[config.mk]
export PLATFORM = sky130hd
export DESIGN_NAME = cpu_run_ctrl_flat
export DESIGN_NICKNAME = d
export VERILOG_FILES = /design/src/rtl/cpu_run_ctrl_if.sv /design/src/rtl/cpu_run_ctrl.sv /design/src/flat_wrapper.sv
export SDC_FILE = /design/constraint.sdc
export NUM_CORES = 1
export LEC_CHECK = 0
export ABC_CLOCK_PERIOD_IN_PS = 4370
export BUFFER_PORTS_ARGS = -buffer_cell sky130_fd_sc_hd__buf_4
export CORE_ASPECT_RATIO = 0.7
export CORE_MARGIN = 2
export CORE_UTILIZATION = 50
export CTS_BUF_LIST = sky130_fd_sc_hd__clkbuf_16
export DETAILED_ROUTE_END_ITERATION = 12
export PLACE_DENSITY = 0.73
export SYNTH_ARGS = -nofsm -noshare
export SYNTH_HDL_FRONTEND = slang
export SYNTH_SLANG_ARGS = --single-unit
[constraint.sdc]
create_clock -name clk -period 4.37 [get_ports clk]
set_clock_uncertainty 0.1 [all_clocks]
set_input_delay 0.2185 -clock clk [delete_from_list [all_inputs] [get_ports clk]]
set_output_delay 0.2185 -clock clk [all_outputs]
set_load 0.05 [all_outputs]
[src/rtl/cpu_run_ctrl_if.sv]
// Host command channel for cpu_run_ctrl: valid/ready handshake carrying an op code and run length.
interface cpu_run_ctrl_if #(
    parameter int unsigned CNT_W = 16
);
    logic             cmd_valid;
    logic             cmd_ready;
    logic [1:0]       cmd_op;
    logic [CNT_W-1:0] cmd_count;

    modport master (output cmd_valid, output cmd_op, output cmd_count, input cmd_ready);
    modport slave  (input cmd_valid, input cmd_op, input cmd_count, output cmd_ready);
endinterface

[src/rtl/cpu_run_ctrl.sv]
// CPU run controller: gates the core clock enable for halt / step / run-N / run-free host commands.
// Optional PC breakpoint stop is compiled in with CPU_RUN_CTRL_BREAKPOINT_EN.
module cpu_run_ctrl #(
    parameter int unsigned CNT_W = 16,
`ifdef CPU_RUN_CTRL_BREAKPOINT_EN
    parameter int unsigned PC_W  = 32,
`endif
    parameter int unsigned TOT_W = 32
) (
    input  logic             clk,
    input  logic             rst,
    cpu_run_ctrl_if.slave    cmd,
`ifdef CPU_RUN_CTRL_BREAKPOINT_EN
    input  logic [PC_W-1:0]  pc,
    input  logic [PC_W-1:0]  bp_addr,
    input  logic             bp_valid,
`endif
    output logic             cpu_en,
    output logic             busy,
    output logic             done,
    output logic [1:0]       halt_cause,
    output logic [TOT_W-1:0] cycle_cnt
);

    typedef enum logic {S_IDLE, S_RUN} state_e;
    typedef enum logic [1:0] {CAUSE_NONE, CAUSE_COUNT, CAUSE_HOST, CAUSE_BREAK} cause_e;

    localparam logic [1:0] OP_HALT     = 2'b00;
    localparam logic [1:0] OP_STEP     = 2'b01;
    localparam logic [1:0] OP_RUN_N    = 2'b10;
    localparam logic [1:0] OP_RUN_FREE = 2'b11;

    state_e             state_q, state_d;
    logic [CNT_W-1:0]   remaining_q, remaining_d;
    logic               free_q, free_d;
    logic               en_q, en_d;
    logic               done_q, done_d;
    cause_e             cause_q, cause_d;
    logic [TOT_W-1:0]   cycle_cnt_q, cycle_cnt_d;
    logic               stop_count, stop_host, stop_bp;
`ifdef CPU_RUN_CTRL_BREAKPOINT_EN
    logic               first_q, first_d;
`endif

    assign cmd.cmd_ready = 1'b1;

    // Next-state and output decode
    always_comb begin
        state_d     = state_q;
        remaining_d = remaining_q;
        free_d      = free_q;
        done_d      = 1'b0;
        cause_d     = cause_q;
        cycle_cnt_d = cycle_cnt_q + TOT_W'(en_q);
        stop_count  = 1'b0;
        stop_host   = 1'b0;
        stop_bp     = 1'b0;
`ifdef CPU_RUN_CTRL_BREAKPOINT_EN
        // Only the first enabled cycle after IDLE sees first_q set, so a resume steps off a breakpoint.
        first_d     = (state_q == S_IDLE);
`endif

        case (state_q)
            S_IDLE: begin
                if (cmd.cmd_valid) begin
                    case (cmd.cmd_op)
                        OP_STEP: begin
                            state_d     = S_RUN;
                            remaining_d = CNT_W'(1);
                            free_d      = 1'b0;
                        end
                        OP_RUN_N: begin
                            if (cmd.cmd_count != '0) begin
                                state_d     = S_RUN;
                                remaining_d = CNT_W'(cmd.cmd_count);
                                free_d      = 1'b0;
                            end else begin
                                done_d  = 1'b1;
                                cause_d = CAUSE_COUNT;
                            end
                        end
                        OP_RUN_FREE: begin
                            state_d = S_RUN;
                            free_d  = 1'b1;
                        end
                        default: begin
                            done_d  = 1'b1;
                            cause_d = CAUSE_HOST;
                        end
                    endcase
                end
            end
            S_RUN: begin
                stop_count = !free_q && (remaining_q == CNT_W'(1));
                stop_host  = cmd.cmd_valid && (cmd.cmd_op == OP_HALT);
`ifdef CPU_RUN_CTRL_BREAKPOINT_EN
                stop_bp    = bp_valid && (pc == bp_addr) && !first_q;
`endif
                if (!free_q && (remaining_q != '0)) begin
                    remaining_d = remaining_q - CNT_W'(1);
                end
                if (stop_bp || stop_host || stop_count) begin
                    state_d     = S_IDLE;
                    done_d      = 1'b1;
                    remaining_d = '0;
                    free_d      = 1'b0;
                    if (stop_bp)        cause_d = CAUSE_BREAK;
                    else if (stop_host) cause_d = CAUSE_HOST;
                    else                cause_d = CAUSE_COUNT;
                end
            end
            default: state_d = S_IDLE;
        endcase

        en_d = (state_d == S_RUN);
    end

    always_ff @(posedge clk) begin
        if (rst) begin
            state_q     <= S_IDLE;
            remaining_q <= '0;
            free_q      <= 1'b0;
            en_q        <= 1'b0;
            done_q      <= 1'b0;
            cause_q     <= CAUSE_NONE;
            cycle_cnt_q <= '0;
`ifdef CPU_RUN_CTRL_BREAKPOINT_EN
            first_q     <= 1'b0;
`endif
        end else begin
            state_q     <= state_d;
            remaining_q <= remaining_d;
            free_q      <= free_d;
            en_q        <= en_d;
            done_q      <= done_d;
            cause_q     <= cause_d;
            cycle_cnt_q <= cycle_cnt_d;
`ifdef CPU_RUN_CTRL_BREAKPOINT_EN
            first_q     <= first_d;
`endif
        end
    end

    assign cpu_en     = en_q;
    assign busy       = en_q;
    assign done       = done_q;
    assign halt_cause = cause_q;
    assign cycle_cnt  = cycle_cnt_q;

endmodule

[src/flat_wrapper.sv]
// flat-port wrapper written by rule: the top's interface ports become plain ports
module cpu_run_ctrl_flat 
#(
    parameter int unsigned CNT_W = 16,

    parameter int unsigned TOT_W = 32
)
  (clk, rst, cpu_en, busy, done, halt_cause, cycle_cnt, cmd_cmd_valid, cmd_cmd_op, cmd_cmd_count, cmd_cmd_ready);
  cpu_run_ctrl_if #(.CNT_W(CNT_W)) cmd_i ();
  input  logic clk;
  input  logic rst;
  output logic cpu_en;
  output logic busy;
  output logic done;
  output logic [1:0] halt_cause;
  output logic [TOT_W-1:0] cycle_cnt;
  input wire logic [$bits(cmd_i.cmd_valid)-1:0] cmd_cmd_valid;
  input wire logic [$bits(cmd_i.cmd_op)-1:0] cmd_cmd_op;
  input wire logic [$bits(cmd_i.cmd_count)-1:0] cmd_cmd_count;
  output wire logic [$bits(cmd_i.cmd_ready)-1:0] cmd_cmd_ready;
  assign cmd_i.cmd_valid = cmd_cmd_valid;
  assign cmd_i.cmd_op = cmd_cmd_op;
  assign cmd_i.cmd_count = cmd_cmd_count;
  assign cmd_cmd_ready = cmd_i.cmd_ready;
  cpu_run_ctrl #(.CNT_W(CNT_W), .TOT_W(TOT_W)) u_core (.clk(clk), .rst(rst), .cmd(cmd_i), .cpu_en(cpu_en), .busy(busy), .done(done), .halt_cause(halt_cause), .cycle_cnt(cycle_cnt));
endmodule
# ---- Yosys cells after proc, flatten, opt, wreduce, memory -nomap -nowiden
# Cells that the tools add are included.
dict set report totals {
  register_bits 53
  in_bits 21
  out_inout_bits 38
  elab_cells 60
}
dict set report classes {
  add_sub_neg 2
  n_eq_ne 12
  muxes 27
  n_bitwise 1
  n_reduce_logical 12
}
# cell n
set op_table {}
lappend op_table {{two-way mux 16 bit} 4}
lappend op_table {{one-hot mux 16 bit (2 select lines)} 2}
lappend op_table {{adder 32 x 1 -> 32 bit} 1}
lappend op_table {{nonzero test 16 bit} 2}
lappend op_table {{equality test 16 x 1 -> 1 bit (second input constant)} 1}
lappend op_table {{subtractor 16 x 1 -> 16 bit (second input constant)} 1}
lappend op_table {{AND reduction 4 bit} 3}
lappend op_table {{one-hot mux 1 bit (2 select lines)} 5}
lappend op_table {{two-way mux 1 bit} 9}
lappend op_table {{inequality test 3 bit (second input constant)} 3}
lappend op_table {{two-way mux 2 bit} 4}
lappend op_table {{one-hot mux 2 bit (2 select lines)} 2}
lappend op_table {{inequality test 2 bit (second input constant)} 3}
lappend op_table {{equality test 2 bit (second input constant)} 2}
lappend op_table {{inequality test 4 bit (second input constant)} 1}
lappend op_table {{logical AND 1 bit} 3}
lappend op_table {{inequality test 3 x 2 -> 1 bit (second input constant)} 1}
lappend op_table {{one-hot mux 1 bit (3 select lines)} 1}
lappend op_table {{equality test 2 x 1 -> 1 bit (second input constant)} 1}
lappend op_table {{zero test 2 bit} 1}
lappend op_table {{OR reduction 2 bit} 1}
lappend op_table {{zero test 1 bit} 1}
lappend op_table {{logical OR 1 bit} 1}
lappend op_table {{inverter 1 bit} 1}

# ---- Logic depth before layout (Yosys ltp)
# Gate-level depths: netlist (run 1).
dict set report depth {
  ltp_word 5
  depth_mapped 8
}

# ---- Worst setup path after synthesis (run 1)
# No wires, ideal clock.
dict set report synth_path {
  kind {flip-flop to flip-flop}
  start {reg, netlist name u_core.state_q}
  end {reg u_core.cycle_cnt_q[30], in the netlist u_core.cycle_cnt[30]}
  setup_time_ps 128
  arrival_time_ps 2117
  required_time_ps 4142
  path_slack_ps 2026
  path_stages_with_launch 9
  path_buffers 1
  synth_period_minus_slack_ps 2344
  cell_sequence {dfxtp_1 ha_1 ha_1 and4_1 nand2_1 clkbuf_1 nor4_1 xnor2_1 nor2_1}
}
# item line
set synth_rtl {}
lappend synth_rtl {{end signal: assignment} cpu_run_ctrl.sv:137} ;# cycle_cnt_q <= cycle_cnt_d;
lappend synth_rtl {{end: declaration} cpu_run_ctrl.sv:39} ;# logic [TOT_W-1:0] cycle_cnt_q, cycle_cnt_d;

# ---- Worst setup path after layout (run 1)
dict set report layout_path {
  start {reg u_core.state_q}
  end {reg u_core.remaining_q[9]}
}
dict set report layout_via {
  elab_chain_cells 3
  word_cells_on_any_way 7
  classes_between {4 x eq/ne; 1 x mux; 1 x bitwise; 1 x reduce/logical}
}
# item line
set layout_lines {}
lappend layout_lines {{start: declaration} cpu_run_ctrl.sv:33} ;# state_e state_q, state_d;
lappend layout_lines {{start signal: assignment} cpu_run_ctrl.sv:131} ;# state_q <= state_d;
lappend layout_lines {{inverter 1 bit} cpu_run_ctrl.sv:63} ;# case (state_q)
lappend layout_lines {{inequality test 3 bit (no source line), or another cell as far along} n/a}
lappend layout_lines {{AND reduction 4 bit (no source line)} n/a}
lappend layout_lines {{end signal: assignment} cpu_run_ctrl.sv:132} ;# remaining_q <= remaining_d;
lappend layout_lines {{end: declaration} cpu_run_ctrl.sv:34} ;# logic [CNT_W-1:0] remaining_q, remaining_d;
# Several ways; a longest one is shown, not always the timed one.
# A chain may end at the register's enable or synchronous reset.

==> out/metrics.yaml, run 1 <==
logic_synthesis:
  netlist_instances: 371
  synthArstFlopShare_pct: 0
  synth.distinct_cells: 58
  synth.avg_cell_area_um2: 8.40
  synthFlopType: "dfxtp_1"
  netlist_area_um2: 3120
  ys_seq_elements: 53
  yosysWarnings: 0
  synth_nets: 401
  ys_seq_area_share_pct: 34.0
  synth-edff-count: 0
worst_setup_path:
  crit_type: "register to register"
  reg2reg_depth: 5
  required_ns: 4.45
  r2r-end: "u_core.remaining_q[9]"
  ff2ff_setup_slack_ns: 1.68
  worstReg2RegStart: "u_core.state_q"
  cp_max_fo: 19
  cp-start-kind: "register"
  setup.worst_path.end_class: "register"
  cp.arrival_ns: 2.78
  crit_start: "u_core.state_q"
layout:
  final_cells: 492
  antennaDiodeCount: 0
  final_cell_mix: "58 x buf_4, 53 x dfxtp_1, 36 x nor2_1"
  regArea_um2: 1060
  nFillCells: 558
  mostFrequentLayoutCell: "buf_4"
  multi_input_area_um2: 1850
  layout.nets: 443
  final_layout_size_suffix_gt1_share_pct: 20.5
  area_growth_pct: 18.1
global_route:
  grt_max_degree: 54
  overflow: 0
  grtUsageTotal_pct: 23.1
  first_global_vias: 2650
  antenna_found_initial: 0
  grt_pass1_wl_mm: 13.1
cts:
  clkLatencyLatePin_ns: 0.28
  cts_tree: "done"
  numCtsBuffers: 5
  h-tree-depth: 2
  clk_pin_slew_ns: 0.07
  ctsResizeCount: 0
  clock-root-buffer: "clkbuf_16"
  clock-sinks: 53
  hold_buffers: 0
  post_cts_buffers: 0
  clockBufferDepth: 2
timing:
  fmax_ghz: 0.371
  drv_slew: 0
  hold_viol_final: 0
  min_period_ns: 2.69
  min_period_over_period_pct: 61.6
  worst_slew_pin_slew_ns: 1.27
  setup_tns_ns: 0
  rsz0062_at_grt: "no"
  relSlewSlack_pct: 15.5
  setup_violations: 0
pwr:
  powerDensity_nw_per_um2: 346
  p_leak_nw: 1.34
  ir_drop_mv: 0.203
worst_hold_path:
  hold_path_depth: 3
  worstHoldStart: "cmd_cmd_count[2]"
  hp-class: "input port to register"
  min_to: "u_core.remaining_q[2]"
run_status:
  status: "finished, final reports clean"
placement:
  hpwl_mm: 5.61
  gp_congestion: 0.936
  io_buffers: 57
  place_inst: 484
floorplanning:
  die_x_um: 98.4
  boundaryPins: 59
  dieHeight_um: 70.1
  die-area_um2: 6890
  coreArea_um2: 6130
  initial_utilization_pct: 50.9
  num_rows: 24
route:
  vias: 2949
  wl_per_cell_um: 15.9
  drt_iter0_markers: 309
  vias_per_cell: 5.99
  detail-route-antenna-nets: 0
  drc: 0
  routed_wl_mm: 7.84
  first_pass_iters: 5
flow_run:
  cap_violations: 0
[worst max-delay path by stage]
stage                                        to  slack [ns]
final                     u_core.remaining_q[9]        1.68
after global routing      u_core.remaining_q[9]        1.57
after CTS                 u_core.remaining_q[9]        1.83
after detailed placement  u_core.remaining_q[9]        1.68
after global placement    u_core.remaining_q[2]        1.81
after floorplan            u_core.cycle_cnt[30]        2.03
[power breakdown]
| group | internal [mW] | total (mW) | switching, mW |
|---|---|---|---|
| registers | 0.501 | 0.528 | 0.0273 |
| clock network | 0.269 | 0.444 | 0.175 |
| logic | 0.113 | 0.303 | 0.190 |
[routing by layer]
layer,share of wire (%),vias up,GRT usage [%]
li1,-,1436,-
met1,50,1391,35.3
met2,42,116,33.6
met3,6.9,6,5.71
met4,0.66,0,3.65
met5,0,-,0
[cell families (layout without fill, tap and decap cells)]
kind of cell | count (synthesis) | after routing | synth area share (%)
AND/OR/NAND/NOR | 154 | 154 | 27.7
AO/OA/AOI/OAI | 80 | 80 | 18.6
flip-flops | 53 | 53 | 34.0
buffers and inverters | 41 | 84 | 6.50
XOR/XNOR | 31 | 31 | 8.71
adder cells (fa/ha/maj) | 9 | 9 | 3.61
multiplexers | 2 | 2 | 0.682
other | 1 | 1 | 0.120
[layout make-up]
class	count	share of cell area, %
multi-input cells	277	50.3
flip-flops and latches	53	28.8
repair buffers	58	11.8
clock buffers	5	3.40
well taps	78	2.65
inverters	18	1.83
clock inverters	3	1.16
[stage by stage]
step / hold slack (ns) / util, % / area, um^2 / total power, mW / setup WS [ns]
after floorplan: 0.282 / - / 3120 / 0.766 / 2.03
after global placement: 0.377 / 57.4 / 3510 / 0.833 / 1.81
after detailed placement: 0.380 / 57.4 / 3510 / 0.833 / 1.68
after CTS: 0.112 / 60.1 / 3680 / 1.28 / 1.83
after global routing: 0.120 / 60.1 / 3680 / 1.34 / 1.57
final: 0.112 / 60.1 / 3680 / 1.28 / 1.68
[critical path, stage by stage, from the launching register on]
cell and delay, ns:
dfxtp_1 0.64, nor2b_1 0.10, buf_4 0.22, a21oi_1 0.98, nand3_2 0.33, o32ai_1 0.23
[sequential cells by signal (all words and copies together), names as in the netlist]
name / flops
u_core.halt_cause: 2
u_core.cycle_cnt: 32
u_core.free_q: 1
u_core.state_q: 1
u_core.remaining_q: 16
u_core.done: 1
[Yosys cell counts (all sizes together) (3+ instances only)]
cell type | instances | area share (%)
o32ai | 4 | 1.1
a211oi | 8 | 2.7
and4 | 9 | 2.6
a21oi | 27 | 5.1
or3 | 7 | 1.4
xnor2 | 23 | 6.5
or4 | 4 | 1.1
xor2 | 8 | 2.2
nand3 | 15 | 2.6
o21ai | 7 | 1.1
ha | 9 | 3.6
nor4 | 14 | 3.7
nor2b | 4 | 0.80
a31oi | 4 | 0.80
nand4 | 10 | 2.0
a2111oi | 3 | 0.84
dfxtp | 53 | 34
and2 | 6 | 1.2
inv | 18 | 2.2
nor3 | 16 | 2.7
a22oi | 5 | 1.2
clkbuf | 14 | 1.7
buf | 9 | 2.6
o211ai | 8 | 1.9
nor2 | 37 | 4.7
nand2 | 24 | 3.1
Power figures use the tool's default switching activity.
==> run 2: changes to the inputs <==
ABC_CLOCK_PERIOD_IN_PS = 2300   (was 4370)
PLACE_DENSITY = 0.76   (was 0.73)
clock period = 2.3 ns   (was 4.37 ns; I/O delays follow)
==> out/metrics.yaml, run 2 (same netlist as run 1, synthesis figures left out) <==
worst_setup_path:
  reg2reg_depth: 7
  r2r-end: "u_core.remaining_q[9]"
  cp_max_fo: 6
  setup.worst_path.end_class: "register"
  required_ns: 2.38
  crit_type: "register to register"
  ff2ff_setup_slack_ns: 0.09
  worstReg2RegStart: "u_core.remaining_q[0]"
  cp.arrival_ns: 2.28
  cp-start-kind: "register"
timing:
  holdWs_ns: 0.00682
  setup_slack_ns: 0.0929
  hold_viol_final: 0
  setup_violations: 0
  worst_slew_pin_slew_ns: 1.13
  drv_slew: 0
  min_period_ns: 2.21
  min_period_over_period_pct: 96.0
  rsz0062_at_grt: "no"
  relSlewSlack_pct: 24.6
  fmax_ghz: 0.453
layout:
  mostFrequentLayoutCell: "buf_4"
  layout.nets: 460
  final_layout_size_suffix_gt1_share_pct: 24.6
  postLayoutCoreUtil_pct: 62.5
  multi_input_area_um2: 1870
  final_cells: 509
  final_cell_mix: "73 x buf_4, 52 x dfxtp_1, 36 x nor2_1"
  area_growth_pct: 22.8
  regArea_um2: 1060
  nFillCells: 554
  antennaDiodeCount: 0
  largest_reg_flops: 32
route:
  vias: 3010
  first_pass_iters: 8
  vias_per_cell: 5.91
  wl_per_cell_um: 16.2
  drt_iter0_markers: 217
  detail-route-antenna-nets: 0
  drc: 0
  routed_wl_mm: 8.23
global_route:
  grtUsageTotal_pct: 24.0
  overflow: 0
  grt_pass1_wl_mm: 13.5
  grt_max_degree: 31
  first_global_vias: 2723
  antenna_found_initial: 0
floorplanning:
  die-area_um2: 6890
  boundaryPins: 59
  dieHeight_um: 70.1
  coreArea_um2: 6130
  num_rows: 24
  die_x_um: 98.4
  initial_utilization_pct: 50.9
placement:
  place_inst: 500
  hpwl_mm: 6.03
  gp_congestion: 0.910
  io_buffers: 57
  place_ws_ns: -0.00867
worst_hold_path:
  worstHoldStart: "cmd_cmd_count[9]"
  hold_path_depth: 3
  min_to: "u_core.remaining_q[9]"
  hp-class: "input port to register"
cts:
  h-tree-depth: 2
  clockBufferDepth: 2
  post_cts_buffers: 0
  clk_pin_slew_ns: 0.07
  clock-root-buffer: "clkbuf_16"
  clock-sinks: 53
  cts_tree: "done"
  numCtsBuffers: 5
  clkLatencyLatePin_ns: 0.29
pwr:
  power_frac_seq_pct: 41.3
  p_int_mw: 1.62
  clockPowerShare_pct: 32.1
  powerDensity_nw_per_um2: 631
  ir_drop_mv: 0.361
  p_leak_nw: 1.41
  switchingPower_mw: 0.798
  p_comb_share_pct: 26.6
  switching_share_pct: 33.0
  finalPower_mw: 2.42
run_status:
  status: "finished, final reports clean"
flow_run:
  cap_violations: 0
-- run 2: cell count changes in the layout (fill, tap and decap cells not counted), sizes merged --
cell / before / now
clkinvlp: 0 / 1
bufinv: 1 / 0
buf: 58 / 74
dlygate4sd3: 0 / 1
-- run 2: critical path: stages, from the launching register on --
cell	delay (ns)
dfxtp_1	0.43
inv_1	0.09
ha_1	0.26
nor4b_1	0.18
and4_2	0.27
or4_1	0.48
a21oi_1	0.20
o32ai_1	0.09
-- run 2: final cells by class --
cell class	instances	area share [%]
multi-input combinational	277	48.9
inverter	18	1.77
clock inverter	3	0.654
timing repair buffer	75	15.1
tap	78	2.55
clock buffer	5	3.27
sequential	53	27.8
-- run 2: how the worst max path moves through the flow --
stage                                startpoint               endpoint  slack [ns]  cells past startpoint
after floorplan             u_core.cycle_cnt[0]   u_core.cycle_cnt[30]       0.005                      8
after global placement         cmd_cmd_count[3]   u_core.halt_cause[1]        0.02                      6
after detailed placement       cmd_cmd_count[3]   u_core.halt_cause[1]      -0.009                      6
after CTS                   u_core.cycle_cnt[0]   u_core.cycle_cnt[30]        0.06                      7
after global routing      u_core.remaining_q[0]  u_core.remaining_q[9]       0.009                      7
final                     u_core.remaining_q[0]  u_core.remaining_q[9]        0.09                      7
-- run 2: repair_timing --
action                     4_1_cts  5_1_grt
hold buffers                     1        0
hold endpoints to repair         1        0
gates resized for setup          0        4
setup endpoints to repair        0        3
-- run 2: metal layers --
metal | GRT usage (%) | part of all wire (%) | wire (um) | vias up
li1 | - | - | - | 1470
met1 | 36.1 | 47 | 3890 | 1402
met2 | 34.8 | 43 | 3560 | 129
met3 | 5.21 | 8.4 | 690 | 9
met4 | 6.24 | 1.1 | 93 | 0
met5 | 0 | 0 | 0 | -
-- run 2: metrics by stage --
step / TNS (ns) / area [um^2]
2_1_floorplan: 0 / 3120
4_1_cts: 0 / 3810
3_5_place_dp: -0.00867 / 3650
5_1_grt: 0 / 3830
6_report: 0 / 3830
3_3_place_gp: 0 / 3650
-- run 2: power by group through the flow --
stage / Combinational (mW) / Sequential, mW / Clock [mW]
2_1_floorplan: 0.421 / 1.03 / 0
3_3_place_gp: 0.610 / 1.01 / 0
3_5_place_dp: 0.615 / 1.02 / 0
4_1_cts: 0.621 / 0.996 / 0.790
5_1_grt: 0.691 / 1.00 / 0.822
6_report: 0.642 / 0.998 / 0.776
==> run 3: changes to the inputs <==
MAX_ROUTING_LAYER = met4   (was default)
RECOVER_POWER = 100   (was default)
==> out/metrics.yaml, run 3 (same netlist as run 1, synthesis figures left out) <==
timing:
  worst_slew_pin_slew_ns: 1.10
  relSlewSlack_pct: 26.5
  setup_tns_ns: 0
  min_period_ns: 2.22
  rsz0062_at_grt: "no"
  setup_violations: 0
  min_period_over_period_pct: 96.7
  holdWs_ns: 0.00682
  fmax_ghz: 0.450
  drv_slew: 0
  hold_viol_final: 0
cts:
  clockBufferDepth: 2
  clock-sinks: 53
  h-tree-depth: 2
  clkLatencyLatePin_ns: 0.29
  clk_pin_slew_ns: 0.07
  numCtsBuffers: 5
  cts_tree: "done"
  clock-root-buffer: "clkbuf_16"
  post_cts_buffers: 0
flow_run:
  cap_violations: 0
worst_setup_path:
  cp_max_fo: 6
  ff2ff_setup_slack_ns: 0.08
  critPathMaxStageDelay_ns: 0.48
  cp.arrival_ns: 2.30
  setup.worst_path.end_class: "register"
  cp_num_buf_inv: 1
  crit_chain: "inv_1 -> ha_1 -> nor4b_1 -> and4_2 -> or4_1 -> a21oi_1 -> o32ai_1"
  reg2reg_depth: 7
  cp-start-kind: "register"
  r2r-end: "u_core.remaining_q[9]"
  required_ns: 2.38
  cp_top_family: "simple AND/OR/NAND/NOR gates"
  worstReg2RegStart: "u_core.remaining_q[0]"
  crit_type: "register to register"
  worst_path_max_delay_cell: "or4_1"
route:
  wl_per_cell_um: 16.2
  drc: 0
  vias_per_cell: 5.96
  drt_iter0_markers: 200
  first_pass_iters: 5
  detail-route-antenna-nets: 0
  vias: 3033
  routed_wl_mm: 8.24
pwr:
  powerDensity_nw_per_um2: 655
  finalPower_mw: 2.40
  ir_drop_mv: 0.354
  p_leak_nw: 1.25
placement:
  io_buffers: 57
  hpwl_mm: 6.03
  gp_congestion: 0.926
global_route:
  first_global_vias: 2727
  grt_max_degree: 31
  overflow: 0
  antenna_found_initial: 0
  grtUsageTotal_pct: 24.7
  grt_pass1_wl_mm: 13.5
layout:
  final_layout_size_suffix_gt1_share_pct: 14.8
  nFillCells: 590
  layout.nets: 460
  mostFrequentLayoutCell: "dfxtp_1"
  largest_reg_flops: 32
  area_growth_pct: 17.5
  final_cell_mix: "52 x dfxtp_1, 38 x clkbuf_1, 36 x nor2_1"
  antennaDiodeCount: 0
run_status:
  status: "finished, final reports clean"
floorplanning:
  num_rows: 24
  dieHeight_um: 70.1
  die-area_um2: 6890
  boundaryPins: 59
  initial_utilization_pct: 50.9
  coreArea_um2: 6130
  die_x_um: 98.4
worst_hold_path:
  min_to: "u_core.remaining_q[9]"
  hold_path_depth: 3
  hp-class: "input port to register"
  worstHoldStart: "cmd_cmd_count[9]"
==> run 3: worst reg2reg max path, delay by kind of cell, from the launching register on <==
family                     cells  cell delay (ns)
adders and majority gates      1             0.26
and+or+nand+nor                3             0.93
AOI/OAI and AO/OA              2             0.29
buffers and inverters          1             0.09
DFF                            1             0.44
==> run 3: final cells by class <==
type / count / area, um^2 / share of cell area [%]
timing repair buffer: 75 / 433 / 11.8
multi-input combinational: 277 / 1850 / 50.5
clock inverter: 3 / 25.0 / 0.684
clock buffer: 5 / 125 / 3.42
sequential: 53 / 1060 / 29.0
tap: 78 / 97.6 / 2.67
inverter: 18 / 67.6 / 1.85
==> run 3: where the power goes <==
| part | internal, mW | leakage, nW | switching (mW) |
|---|---|---|---|
| Clock | 0.410 | 0.0704 | 0.366 |
| Combinational | 0.241 | 0.751 | 0.384 |
| Sequential | 0.951 | 0.430 | 0.0455 |
| Total | 1.60 | 1.25 | 0.796 |
==> run 3: worst max-delay path by stage <==
stage	from	end	slack, ns	depth (start not counted)
5_1_grt	u_core.remaining_q[0]	u_core.remaining_q[9]	0.007	7
4_1_cts	u_core.cycle_cnt[0]	u_core.cycle_cnt[30]	0.06	7
6_report	u_core.remaining_q[0]	u_core.remaining_q[9]	0.08	7
2_1_floorplan	u_core.cycle_cnt[0]	u_core.cycle_cnt[30]	0.005	8
3_3_place_gp	cmd_cmd_count[3]	u_core.halt_cause[1]	0.02	6
3_5_place_dp	cmd_cmd_count[3]	u_core.halt_cause[1]	-0.009	6
==> run 3: routing by layer <==
layer,global-route usage (%),wire [um],vias up
met1,36.3,3890,1403
met3,4.90,717,9
met5,-,0,-
li1,-,-,1472
met2,34.7,3550,149
met4,6.24,76,0
==> run 3: through the flow <==
| step | instance area, um^2 | setup WS [ns] | instances | util (%) |
|---|---|---|---|---|
| 2_1_floorplan | 3120 | 0.00546 | 371 | - |
| 3_3_place_gp | 3650 | 0.0184 | 500 | 59.6 |
| 3_5_place_dp | 3650 | -0.00867 | 500 | 59.6 |
| 4_1_cts | 3810 | 0.0641 | 509 | 62.2 |
| 5_1_grt | 3660 | 0.00715 | 509 | 59.8 |
| 6_report | 3660 | 0.0759 | 509 | 59.8 |
==> run 3: what timing repair did <==
item,4_1_cts,5_1_grt
endpoints found under the hold margin,1,0
hold buffers,1,0
resized for setup,0,4
setup endpoints to repair,0,3
